<file path="src/rtl/pc_src_reg_pkg.sv">
// Shared constants for the PC source selector: channel encodings, FSM state codes
// and the default datapath width.
package pc_src_reg_pkg;

    localparam int DEF_DATA_W = 32;

    localparam int PC_SRC_ALU    = 0;
    localparam int PC_SRC_INC    = 1;
    localparam int PC_SRC_ALUOUT = 2;
    localparam int PC_SRC_JUMP   = 3;
    localparam int PC_SRC_EXC    = 4;

    typedef logic [0:0] pc_state_t;

    localparam pc_state_t ST_RUN    = 1'b0;
    localparam pc_state_t ST_FROZEN = 1'b1;

endpackage

</file>
<file path="src/rtl/pc_src_reg_mux.sv">
// Combinational N-way mux over a flattened source bus; out-of-range selectors
// return channel 0 and raise oor.
module mux_n #(
    parameter int DATA_W = 32,
    parameter int N_SRC  = 5,
    parameter int SEL_W  = 3
) (
    input  logic [SEL_W-1:0]        sel,
    input  logic [N_SRC*DATA_W-1:0] data_in,
    output logic [DATA_W-1:0]       data_out,
    output logic                    oor
);

    always_comb begin
        data_out = data_in[0 +: DATA_W];
        oor      = 1'b1;
        for (int k = 0; k < N_SRC; k++) begin
            if (sel == SEL_W'(k)) begin
                data_out = data_in[k*DATA_W +: DATA_W];
                oor      = 1'b0;
            end
        end
    end

endmodule

</file>
<file path="src/rtl/pc_src_reg.sv">
// Next-PC selector and PC register with conditional load, previous-PC capture,
// misalignment rejection and a freeze-on-illegal-selector FSM.
module pc_src_reg
    import pc_src_reg_pkg::*;
#(
    parameter int                 DATA_W   = DEF_DATA_W,
    parameter int                 N_SRC    = 5,
    parameter int                 SEL_W    = 3,
    parameter int                 INC_CH   = PC_SRC_INC,
    parameter int                 INC      = 4,
    parameter logic [DATA_W-1:0]  RESET_PC = '0,
    parameter int                 ALIGN_B  = 2
) (
    input  logic                    clk,
    input  logic                    reset,
    input  logic [SEL_W-1:0]        selector,
    input  logic [N_SRC*DATA_W-1:0] data_in,
    input  logic                    pc_wr,
    input  logic                    pc_wr_cond,
    input  logic                    cond,
    input  logic                    err_clr,
    output logic [DATA_W-1:0]       pc_out,
    output logic [DATA_W-1:0]       pc_prev,
    output logic                    sel_err,
    output logic                    align_err
);

    // A zero mask (ALIGN_B == 0) disables the alignment check naturally.
    localparam logic [DATA_W-1:0] ALIGN_MASK = DATA_W'((64'd1 << ALIGN_B) - 64'd1);

    pc_state_t         state_q, state_d;
    logic [DATA_W-1:0] pc_q, pc_d;
    logic [DATA_W-1:0] prev_q, prev_d;
    logic              sel_err_q, sel_err_d;
    logic              align_err_q, align_err_d;

    logic [DATA_W-1:0] mux_out;
    logic              sel_illegal;
    logic [DATA_W-1:0] nxt;
    logic              ld;
    logic              misaligned;

    mux_n #(
        .DATA_W (DATA_W),
        .N_SRC  (N_SRC),
        .SEL_W  (SEL_W)
    ) u_mux (
        .sel      (selector),
        .data_in  (data_in),
        .data_out (mux_out),
        .oor      (sel_illegal)
    );

    assign nxt        = (selector == SEL_W'(INC_CH)) ? pc_q + DATA_W'(INC) : mux_out;
    assign ld         = pc_wr | (pc_wr_cond & cond);
    assign misaligned = (nxt & ALIGN_MASK) != '0;

    always_comb begin
        state_d     = state_q;
        pc_d        = pc_q;
        prev_d      = prev_q;
        sel_err_d   = sel_err_q;
        align_err_d = 1'b0;
        if (state_q == ST_RUN) begin
            if (err_clr) sel_err_d = 1'b0;
            if (ld) begin
                if (sel_illegal) begin
                    sel_err_d = 1'b1;
                    state_d   = ST_FROZEN;
                end else if (misaligned) begin
                    align_err_d = 1'b1;
                end else begin
                    prev_d = pc_q;
                    pc_d   = nxt;
                end
            end
        end else if (err_clr) begin
            // Any load presented alongside the clear is dropped.
            sel_err_d = 1'b0;
            state_d   = ST_RUN;
        end
    end

    always_ff @(posedge clk) begin
        if (reset) begin
            state_q     <= ST_RUN;
            pc_q        <= RESET_PC;
            prev_q      <= '0;
            sel_err_q   <= 1'b0;
            align_err_q <= 1'b0;
        end else begin
            state_q     <= state_d;
            pc_q        <= pc_d;
            prev_q      <= prev_d;
            sel_err_q   <= sel_err_d;
            align_err_q <= align_err_d;
        end
    end

    assign pc_out    = pc_q;
    assign pc_prev   = prev_q;
    assign sel_err   = sel_err_q;
    assign align_err = align_err_q;

endmodule
</file>
<file path="config.mk">
export PLATFORM = sky130hd
export DESIGN_NAME = pc_src_reg
export DESIGN_NICKNAME = d
export VERILOG_FILES = /design/src/rtl/pc_src_reg_pkg.sv /design/src/rtl/pc_src_reg_mux.sv /design/src/rtl/pc_src_reg.sv
export SDC_FILE = /design/constraint.sdc
export NUM_CORES = 1
export LEC_CHECK = 0
export CAP_MARGIN = 20
export CORE_MARGIN = 1
export CORE_UTILIZATION = 42
export DETAILED_ROUTE_END_ITERATION = 10
export HOLD_SLACK_MARGIN = 0.02
export PLACE_DENSITY = 0.95
export SKIP_CTS_REPAIR_TIMING = 1
export SLEW_MARGIN = 10
export SYNTH_ARGS = -nofsm -noshare
export SYNTH_HDL_FRONTEND = slang
export SYNTH_SLANG_ARGS = --single-unit
</file>
<file path="constraint.sdc">
create_clock -name clk -period 6.7 [get_ports clk]
set_input_delay 1.34 -clock clk [delete_from_list [all_inputs] [get_ports clk]]
set_output_delay 1.34 -clock clk [all_outputs]
set_load 0.03 [all_outputs]
</file>
== Word-level counts from Yosys, hierarchy flattened ==
Cells that the tools add are included.

* Add/subtract/negate cells: 1
* Eq/ne operators: 4
* Muxes and demuxes: 18
* Bitwise operators: 6
* Reductions and logical operators: 4

{| class="wikitable"
|+ Operator list
! cell !! number
|-
| 32-bit two-way mux || 4
|-
| 32-bit by 3-bit adder with 32-bit output, second input constant || 1
|-
| 32-bit nonzero test || 1
|-
| 1-bit two-way mux || 14
|-
| 3-bit by 2-bit equality test with 1-bit output, second input constant || 2
|-
| 1-bit NOT || 4
|-
| 4-bit AND reduction || 1
|-
| 4-bit OR reduction || 1
|-
| 3-bit by 1-bit equality test with 1-bit output, second input constant || 1
|-
| 3-bit equality test, second input constant || 1
|-
| 3-bit logical NOT || 1
|-
| 1-bit AND || 1
|-
| 1-bit bitwise OR || 1
|}

* Register bits: 67
* Bits of input ports: 169
* Output and inout port bits: 66
* Logic and storage cells: 38

== Depth between registers and ports, before layout ==
Gate-level depths: netlist (run 1).

* Depth in word-level cells: 9
* Mapped depth: 11
* Depth with buffers taken out: 7

== Hierarchy ==
Synthesis (run 1) repeated with hierarchy kept, for this count alone.

* Cell total of the unflattened synthesis: 656
* Area, all modules: 4849.7 um2

{| class="wikitable"
|+ Modules (own cells, without submodules)
! module !! instances !! cells each !! area an instance (um2) !! sequential area each (um2)
|-
| pc_src_reg || 1 || 429 || 3266.9 || 1341.3
|-
| mux_n || 1 || 227 || 1582.8 || 0.0
|}

== Worst setup path after synthesis (run 1) ==
Ideal clock, no wire load.

* Path kind: input-to-reg
* Start: in selector[0]
* End: reg prev_q[14], in the netlist pc_prev[14]
* Setup time: 132 ps
* Arrival: 3036 ps
* Required time: 6568 ps
* Setup slack: 3532 ps
* Stages on the path: 10
* Path buffers: 4
* Path through: buf_2 -> nor3_1 -> a2111oi_0 -> o32a_1 -> or3_1 -> buf_2 -> clkbuf_1 -> buf_2 -> nand2_1 -> a21oi_1

* Longest elaborated chain between the ends: 8
* Elaborated cells on any way between the ends: 18
* Those cells by class: 4 x eq/ne; 9 x mux; 2 x bitwise; 3 x reduce/logical

{| class="wikitable"
|+ RTL lines
! element !! RTL line !! source
|-
| from (decl) || pc_src_reg.sv:16 || <nowiki>input logic [SEL_W-1:0] selector,</nowiki>
|-
| 3-bit by 2-bit equality test with 1-bit output / 3-bit logical NOT (equally long branches) || pc_src_reg_mux.sv:18 || <nowiki>if (sel == SEL_W'(k)) begin</nowiki>
|-
| 32-bit two-way mux / 1-bit two-way mux (equally long branches) (3 in series) || pc_src_reg_mux.sv:18 ||
|-
| 32-bit two-way mux / 1-bit two-way mux (equally long branches) || pc_src_reg.sv:54, pc_src_reg_mux.sv:18 ||
|-
| 32-bit nonzero test / 1-bit two-way mux (equally long branches) || pc_src_reg.sv:56, pc_src_reg_mux.sv:18 ||
|-
| 1-bit NOT (no line) || -- ||
|-
| 4-bit AND reduction (no line) * || -- ||
|-
| to (signal assigned) || pc_src_reg.sv:94 || <nowiki>prev_q <= prev_d;</nowiki>
|-
| to (decl) || pc_src_reg.sv:33 || <nowiki>logic [DATA_W-1:0] prev_q, prev_d;</nowiki>
|}

Every way passes the cells marked *; elsewhere a longest branch is shown, timed or not.
A chain may end at the register's enable or synchronous reset.

== Worst setup path after layout (run 1) ==
* Start: in selector[0]
* End: reg pc_q[3], in the netlist pc_out[3]

* Longest elaborated chain between the ends: 8
* Elaborated cells on any way between the ends: 18
* Those cells by class: 4 x eq/ne; 9 x mux; 2 x bitwise; 3 x reduce/logical

{| class="wikitable"
|+ RTL lines
! element !! RTL line !! source
|-
| 3-bit by 2-bit equality test with 1-bit output / 3-bit logical NOT (equally long branches) || pc_src_reg_mux.sv:18 ||
|-
| 32-bit two-way mux / 1-bit two-way mux (equally long branches) (3 in series) || pc_src_reg_mux.sv:18 ||
|-
| 32-bit two-way mux / 1-bit two-way mux (equally long branches) || pc_src_reg.sv:54, pc_src_reg_mux.sv:18 ||
|-
| 32-bit nonzero test / 1-bit two-way mux (equally long branches) || pc_src_reg.sv:56, pc_src_reg_mux.sv:18 ||
|-
| 1-bit NOT (no line) || -- ||
|-
| 4-bit AND reduction (no line) || -- ||
|-
| to (signal assigned) || pc_src_reg.sv:93 || <nowiki>pc_q <= pc_d;</nowiki>
|-
| to (decl) || pc_src_reg.sv:32 || <nowiki>logic [DATA_W-1:0] pc_q, pc_d;</nowiki>
|}

Several ways; a longest one is shown, not always the timed one.

==> load_flow_metrics.sql, run 1 <==
INSERT INTO impl_metrics (metric_group, metric, value, unit) VALUES
('status', 'outcome', 'completed', ''),
('worst_hold_path', 'hold_path_depth', '2', ''),
('cts', 'numCtsBuffers', '9', ''),
('route', 'route.met2.wl', '7439', 'µm'),
('layout', 'areaGrowthSynthToFinish', '51.47', '%'),
('global_route', 'antenna_violations_before_repair', '0', ''),
('cts', 'cts_tree', 'done', ''),
('synth', 'synth.lib_cells_used.distinct', '42', ''),
('sta', 'worst_slew_pin_slew', '1.063', 'ns'),
('worst_hold_path', 'hold-path-endpoint', 'pc_prev[17]$_SDFFE_PP0P_', ''),
('critical_path', 'worstSetupPathType', 'in -> reg', ''),
('sta', 'clock_skew', '0.01404', 'ns'),
('power_and_ir_drop', 'netSwitchingFraction', '0.3155', ''),
('sta', 'setup-tns-final', '0', 'ns'),
('route', 'drc', '0', ''),
('sta', 'post-route-min-period', '4.531', 'ns'),
('synth', 'ys_top_cells_by_area', 'sky130_fd_sc_hd__dfxtp_1 32%, sky130_fd_sc_hd__nand2_1 11%, sky130_fd_sc_hd__a21oi_1 9.7%, sky130_fd_sc_hd__o21ai_0 5.7%, sky130_fd_sc_hd__mux2_2 5.1%', ''),
('synth', 'synth.most_common_cell', 'sky130_fd_sc_hd__nand2_1', ''),
('synth', 'synthesis.area_per_instance', '7.021', 'µm²'),
('place', 'place.detailed.instances', '887', ''),
('synth', 'yosysWarnings', '0', ''),
('critical_path', 'crit-reg2reg-launch', 'pc_out[9]$_SDFFE_PP0P_', ''),
('critical_path', 'cp_data_required_time', '6.97', 'ns'),
('power_and_ir_drop', 'pwr-share-comb', '0.288', ''),
('global_route', 'grt_max_degree', '77', ''),
('layout', 'ratio_of_cells_with_drive_above_1_in_the_final_layout', '0.06242', ''),
('synth', 'synth-async-reset-ratio', '0', ''),
('cts', 'clock_insertion_delay_worst_skew', '0.36', 'ns'),
('critical_path', 'critical_path.startpoint_type', 'primary input', ''),
('cts', 'clk_root_buffer_cell', 'sky130_fd_sc_hd__clkbuf_8', ''),
('die', 'die_h', '102.2', 'µm'),
('flow_run', 'max_cap_violations', '0', ''),
('layout', 'finish.cell_count_without_fillers', '902', ''),
('synth', 'seq_area_frac_synth', '0.3184', ''),
('route', 'avgRoutedWirePerCell', '16.99', 'µm'),
('sta', 'final_hold_fails', '0', ''),
('route', 'wl_met1', '6042', 'µm'),
('die', 'die_area', '10430', 'µm²'),
('critical_path', 'worstReg2RegEnd', 'pc_out[26]$_SDFFE_PP0P_', ''),
('route', 'first_iteration_detailed_routing_drc_count', '561', ''),
('route', 'ant_nets', '0', ''),
('worst_hold_path', 'worstHoldPathType', 'reg -> reg', ''),
('power_and_ir_drop', 'share_clk_of_total_power', '0.284', ''),
('die', 'i_o_pin_count', '235', ''),
('power_and_ir_drop', 'seq_power_share', '0.428', ''),
('global_route', 'globalRoute.totalOverflow', '0', ''),
('synth', 'gate_count_of_the_mapped_netlist', '600', ''),
('sta', 'finalCritPeriodShare', '0.6763', ''),
('critical_path', 'register_to_register_setup_slack', '4.08', 'ns'),
('global_route', 'grt_first_pass_wirelength', '23550', 'µm'),
('power_and_ir_drop', 'p_leak', '0.002109', 'µW'),
('critical_path', 'end_kind', 'register', ''),
('global_route', 'grtUsageTotal', '0.2933', ''),
('cts', 'clk_path_buf_depth', '2', ''),
('synth', 'synth_seq_cells', '67', ''),
('route', 'wirelength', '15330', 'µm'),
('critical_path', 'path_max_fanout', '50', ''),
('route', 'drt_first_pass_iters', '5', ''),
('die', 'fp.coreArea', '9729', 'µm²'),
('layout', 'seqCellArea', '1341', 'µm²'),
('sta', 'grt_setup_unrepaired', 'false', ''),
('cts', 'cts.htree.levels', '3', ''),
('route', 'detailroute.wirelength.met3', '1307', 'µm'),
('route', 'maxUsedRoutingLayer', 'met4', ''),
('synth', 'synth-edff-count', '0', ''),
('route', 'routed_via_density', '6.008', ''),
('place', 'io_buffer_count', '202', ''),
('die', 'die-width', '102.2', 'µm'),
('layout', 'antenna_cells', '0', ''),
('place', 'gp_routability_congestion', '0.9162', ''),
('critical_path', 'worstRegToRegCells', '6', '');
[cell type report]
cell class              instances  area share
multi-input cells             474      0.4141
repair buffers                208      0.3216
flip-flops and latches         67      0.2102
well taps                     133     0.02608
clock buffers                  12     0.02275
inverters                       5    0.002941
clock inverters                 3    0.002353
[how the worst max path moves through the flow]
stage	startpoint	to	slack, ns	cells past startpoint
2_1_floorplan	selector[0]	pc_prev[14]$_SDFFE_PP0P_	3.53	10
3_3_place_gp	selector[1]	pc_out[3]$_SDFFE_PP0P_	1.92	8
3_5_place_dp	selector[0]	pc_out[3]$_SDFFE_PP0P_	1.81	8
4_1_cts	selector[0]	pc_out[3]$_SDFFE_PP0P_	2.20	8
5_1_grt	selector[0]	pc_out[3]$_SDFFE_PP0P_	1.93	8
6_report	selector[0]	pc_out[3]$_SDFFE_PP0P_	2.17	8
[layer usage]
metal  GRT usage  vias up
met1      0.3475     2489
met2      0.4904      356
met3     0.07866       59
li1            -     2515
met4      0.1440        0
met5           0        -
[sequential cells by signal, summed over array words and instances, names as in the netlist]
signal	cells
state_q	1
pc_out	32
sel_err	1
align_err	1
pc_prev	32
[kinds of logic after synthesis]
family | count (synthesis) | share of synthesized area
buffers and inverters | 59 | 0.05762
adder cells (fa/ha/maj) | 1 | 0.002970
AO/OA/AOI/OAI | 209 | 0.2985
multiplexers | 33 | 0.08405
flip-flops | 67 | 0.3184
AND/OR/NAND/NOR | 231 | 0.2385
[critical path, stage by stage]
cell and delay, ns:
sky130_fd_sc_hd__buf_2 0.79, sky130_fd_sc_hd__or2_1 0.19, sky130_fd_sc_hd__buf_4 0.37, sky130_fd_sc_hd__a21boi_1 0.12, sky130_fd_sc_hd__o32a_1 0.41, sky130_fd_sc_hd__or3_2 0.91, sky130_fd_sc_hd__or3_1 0.50, sky130_fd_sc_hd__a21oi_1 0.15
[placed cells by master, fill, tap and decap left out, drive strengths merged, types with 2 or more instances in the layout]
master         instances
inv                    5
a221oi                14
o21ai                 48
o22ai                  8
nor3                  15
nor4                   3
dfxtp                 67
a32oi                  3
nand3                 13
a31oi                 14
o211ai                 9
mux2i                 14
or3                   11
and3                   3
a31o                   3
o221ai                 4
a21oi                 82
and2                   3
clkbuf                12
a211oi                13
mux2                  19
nand2                122
nand4                  6
o32ai                  2
clkdlybuf4s50        199
buf                    9
clkinv                 3
nor2                  43
nand2b                 5
or2                    2
nor3b                  4
[power groups by stage]
stage | clock [µW] | sequential [µW] | combinational (µW)
floorplan | 0 | 471 | 121
global placement | 0 | 447 | 283
detailed placement | 0 | 448 | 292
CTS | 294 | 439 | 293
global route | 318 | 442 | 316
finish | 292 | 440 | 295
[metrics by stage]
| step | total power (µW) | hold WS, ns | worst slack [ns] | instance area [µm²] | util |
|---|---|---|---|---|---|
| finish | 1027 | 0.4530 | 2.169 | 6381 | 0.6559 |
| global route | 1076 | 0.4674 | 1.926 | 6381 | 0.6559 |
| CTS | 1026 | 0.4548 | 2.203 | 6381 | 0.6559 |
| detailed placement | 739.3 | 0.4459 | 1.813 | 6221 | 0.6394 |
| global placement | 729.7 | 0.4406 | 1.922 | 6221 | 0.6394 |
| floorplan | 591.9 | 0.4499 | 3.532 | 4213 | - |
No activity file was read; power rests on OpenSTA's default activity.
==> run 2, diff against run 1 <==
--- a/config.mk
+++ b/config.mk
@@ -7,10 +7,10 @@
 export LEC_CHECK = 0
 export CAP_MARGIN = 20
 export CORE_MARGIN = 1
-export CORE_UTILIZATION = 42
+export CORE_UTILIZATION = 39
 export DETAILED_ROUTE_END_ITERATION = 10
 export HOLD_SLACK_MARGIN = 0.02
-export PLACE_DENSITY = 0.95
+export PLACE_DENSITY = 0.89
 export SKIP_CTS_REPAIR_TIMING = 1
 export SLEW_MARGIN = 10
 export SYNTH_ARGS = -nofsm -noshare
==> constraint.sdc (replaced) <==
create_clock -name clk -period 4.2 [get_ports clk]
set_input_delay 0.84 -clock clk [delete_from_list [all_inputs] [get_ports clk]]
set_output_delay 0.84 -clock clk [all_outputs]
set_load 0.03 [all_outputs]
==> run 2 against run 1 <==
Combinational power up 61%. Via count fell by 3.5%. First-iteration DRC count decreased by 22%. Power grew 68%. Flip-flop and latch count unchanged. Non-clock buffer count is 4 higher. Design area grew 1.4%. Clock power rose by 90%. Register-to-register slack lost 2.3 ns. Worst setup slack got worse by 1.5 ns. Critical path type unchanged. Critical endpoint is now pc_out[8]$_SDFFE_PP0P_. Highest routed layer unchanged.
==> load_flow_metrics.sql, run 2 (synthesis gave the netlist of run 1 again) <==
INSERT INTO impl_metrics (metric_group, metric, value, unit) VALUES
('route', 'wl_met1', '6139', 'µm'),
('power_and_ir_drop', 'p_leak', '0.002144', 'µW'),
('critical_path', 'crit_family', 'buffers and inverters', ''),
('layout', 'areaGrowthSynthToFinish', '53.55', '%'),
('die', 'fp_rows', '37', ''),
('flow_run', 'max_cap_violations', '0', ''),
('sta', 'finalCritPeriodShare', '0.8456', ''),
('sta', 'final_hold_fails', '0', ''),
('route', 'ant_nets', '0', ''),
('power_and_ir_drop', 'power.net_switching', '539.4', 'µW'),
('global_route', 'antenna_violations_before_repair', '0', ''),
('place', 'hpwlAfterDp', '11080', 'µm'),
('route', 'drc', '0', ''),
('critical_path', 'worstSetupPathType', 'in -> reg', ''),
('cts', 'cts.reportedPaths.clkPinSlew', '0.08', 'ns'),
('global_route', 'grt_first_pass_wirelength', '23720', 'µm'),
('sta', 'maxSlewHeadroom', '0.3595', ''),
('sta', 'worst_slack_setup_final', '0.6486', 'ns'),
('cts', 'clock_insertion_delay_worst_skew', '0.35', 'ns'),
('critical_path', 'critical_path.n_buffers_inverters', '3', ''),
('route', 'drt_first_pass_iters', '5', ''),
('critical_path', 'cp_data_arrival_time', '3.75', 'ns'),
('route', 'num_vias', '5229', ''),
('layout', 'seqCellArea', '1341', 'µm²'),
('critical_path', 'worstRegToRegCells', '7', ''),
('power_and_ir_drop', 'netSwitchingFraction', '0.3117', ''),
('die', 'die-width', '105.9', 'µm'),
('critical_path', 'worstReg2RegEnd', 'pc_out[22]$_SDFFE_PP0P_', ''),
('cts', 'clk_path_buf_depth', '2', ''),
('global_route', 'grtUsageTotal', '0.2641', ''),
('critical_path', 'startpoint', 'selector[1]', ''),
('critical_path', 'crit-reg2reg-launch', 'pc_out[3]$_SDFFE_PP0P_', ''),
('cts', 'clk_root_buffer_cell', 'sky130_fd_sc_hd__clkbuf_8', ''),
('layout', 'most_frequent_standard_cell_in_the_layout_excluding_fill_and_tap_cells', 'sky130_fd_sc_hd__clkdlybuf4s50_1', ''),
('power_and_ir_drop', 'pwr-share-comb', '0.274', ''),
('global_route', 'globalRoute.totalOverflow', '0', ''),
('critical_path', 'cp_num_cells', '8', ''),
('die', 'die_area', '11220', 'µm²'),
('critical_path', 'cp_cell_sequence', 'clkdlybuf4s50_1, inv_1, a2111oi_0, o32a_1, or3_2, buf_4, o21ai_0, a21oi_1', ''),
('critical_path', 'path_max_fanout', '32', ''),
('critical_path', 'crit_path_max_incr_delay', '0.70', 'ns'),
('sta', 'setup-tns-final', '0', 'ns'),
('cts', 'cts_tree', 'done', ''),
('route', 'first_iteration_detailed_routing_drc_count', '435', ''),
('layout', 'ratio_of_cells_with_drive_above_1_in_the_final_layout', '0.07106', ''),
('route', 'route.met2.wl', '7324', 'µm'),
('die', 'i_o_pin_count', '235', ''),
('critical_path', 'critPathCapture', 'pc_out[8]$_SDFFE_PP0P_', ''),
('layout', 'filler_cell_count', '888', ''),
('power_and_ir_drop', 'design_internal_power', '1191', 'µW'),
('sta', 'clock.fmax', '0.2816', 'GHz'),
('route', 'wirelength', '15030', 'µm'),
('sta', 'post-route-min-period', '3.551', 'ns'),
('global_route', 'grt_pass1_vias', '4877', ''),
('sta', 'clock_skew', '0.01068', 'ns'),
('cts', 'cts.htree.levels', '3', ''),
('route', 'maxUsedRoutingLayer', 'met4', ''),
('sta', 'setup-violations-final', '0', ''),
('critical_path', 'register_to_register_setup_slack', '1.79', 'ns'),
('die', 'fp.coreArea', '10420', 'µm²'),
('critical_path', 'cp_data_required_time', '4.40', 'ns'),
('critical_path', 'critical_path.startpoint_type', 'primary input', ''),
('sta', 'timing_max_transition_violations_final', '0', ''),
('critical_path', 'slowest_stage', 'sky130_fd_sc_hd__or3_2', ''),
('power_and_ir_drop', 'share_clk_of_total_power', '0.321', ''),
('route', 'avgRoutedWirePerCell', '16.52', 'µm'),
('layout', 'finish.net_count', '939', ''),
('route', 'routed_via_density', '5.746', ''),
('die', 'die_h', '105.9', 'µm'),
('place', 'gp_routability_congestion', '0.8584', ''),
('layout', 'antenna_cells', '0', ''),
('critical_path', 'end_kind', 'register', ''),
('layout', 'mostFrequentLayoutCells', '199 x sky130_fd_sc_hd__clkdlybuf4s50_1, 122 x sky130_fd_sc_hd__nand2_1, 82 x sky130_fd_sc_hd__a21oi_1', ''),
('power_and_ir_drop', 'seq_power_share', '0.405', ''),
('worst_hold_path', 'worstHoldPathType', 'reg -> reg', ''),
('route', 'detailroute.wirelength.met3', '1222', 'µm'),
('global_route', 'grt_max_degree', '66', ''),
('place', 'io_buffer_count', '202', ''),
('die', 'floorplan.initialDensity', '0.4044', ''),
('power_and_ir_drop', 'vdd.ir_drop.worst', '0.1410', 'mV'),
('cts', 'numCtsBuffers', '9', ''),
('power_and_ir_drop', 'power_per_cell_area', '267.5', 'nW/µm²'),
('place', 'preCtsSetupSlack', '0.3421', 'ns'),
('cts', 'cts.sink_count', '67', ''),
('sta', 'worst_slew_pin_slew', '0.9585', 'ns'),
('sta', 'grt_setup_unrepaired', 'false', ''),
('layout', 'multi_input_area', '2643', 'µm²'),
('status', 'outcome', 'completed', '');
run 2: routing by layer:
metal,vias to the layer above,track usage
li1,2513,-
met1,2422,0.3181
met2,264,0.4613
met3,30,0.06622
met4,0,0.07937
met5,-,0
run 2: worst min-delay path by stage:
stage | cells past startpoint | start | slack (ns) | to
finish | 2 | pc_prev[18]$_SDFFE_PP0P_ | 0.45 | pc_prev[18]$_SDFFE_PP0P_
global route | 2 | pc_prev[5]$_SDFFE_PP0P_ | 0.48 | pc_prev[5]$_SDFFE_PP0P_
CTS | 2 | pc_prev[18]$_SDFFE_PP0P_ | 0.46 | pc_prev[18]$_SDFFE_PP0P_
detailed placement | 2 | pc_prev[4]$_SDFFE_PP0P_ | 0.45 | pc_prev[4]$_SDFFE_PP0P_
global placement | 2 | pc_prev[18]$_SDFFE_PP0P_ | 0.44 | pc_prev[18]$_SDFFE_PP0P_
floorplan | 2 | state_q$_SDFF_PP0_ | 0.45 | state_q$_SDFF_PP0_
run 2: power by group through the flow:
stage / Combinational, µW / Clock [µW] / Sequential (µW)
6_report: 474 / 555 / 701
5_1_grt: 511 / 592 / 705
4_1_cts: 472 / 561 / 700
3_5_place_dp: 470 / 0 / 715
3_3_place_gp: 460 / 0 / 713
2_1_floorplan: 193 / 0 / 751
run 2: final cells by class:
cell class / count / area share
timing repair buffer: 212 / 0.3238
clock inverter: 6 / 0.009865
multi-input combinational: 474 / 0.4085
tap: 136 / 0.02631
inverter: 5 / 0.002901
clock buffer: 10 / 0.02128
sequential: 67 / 0.2074
run 2: worst reg2reg max path, cell delays in order, from the launching register on:
cell and delay [ns]:
sky130_fd_sc_hd__dfxtp_1 0.48, sky130_fd_sc_hd__ha_1 0.28, sky130_fd_sc_hd__nand3_1 0.16, sky130_fd_sc_hd__nor2_1 0.48
sky130_fd_sc_hd__nand2_1 0.33, sky130_fd_sc_hd__o21ai_0 0.26, sky130_fd_sc_hd__a21oi_1 0.09, sky130_fd_sc_hd__a311oi_1 0.24
run 2: stage by stage:
step	cell area, µm²	utilization	instances	hold WS [ns]	total power [µW]
6_report	6469	0.6210	910	0.4534	1730
5_1_grt	6469	0.6210	910	0.4794	1808
4_1_cts	6469	0.6210	910	0.4581	1733
3_5_place_dp	6267	0.6017	894	0.4479	1185
3_3_place_gp	6267	0.6017	894	0.4405	1173
2_1_floorplan	4213	-	600	0.4499	944.2
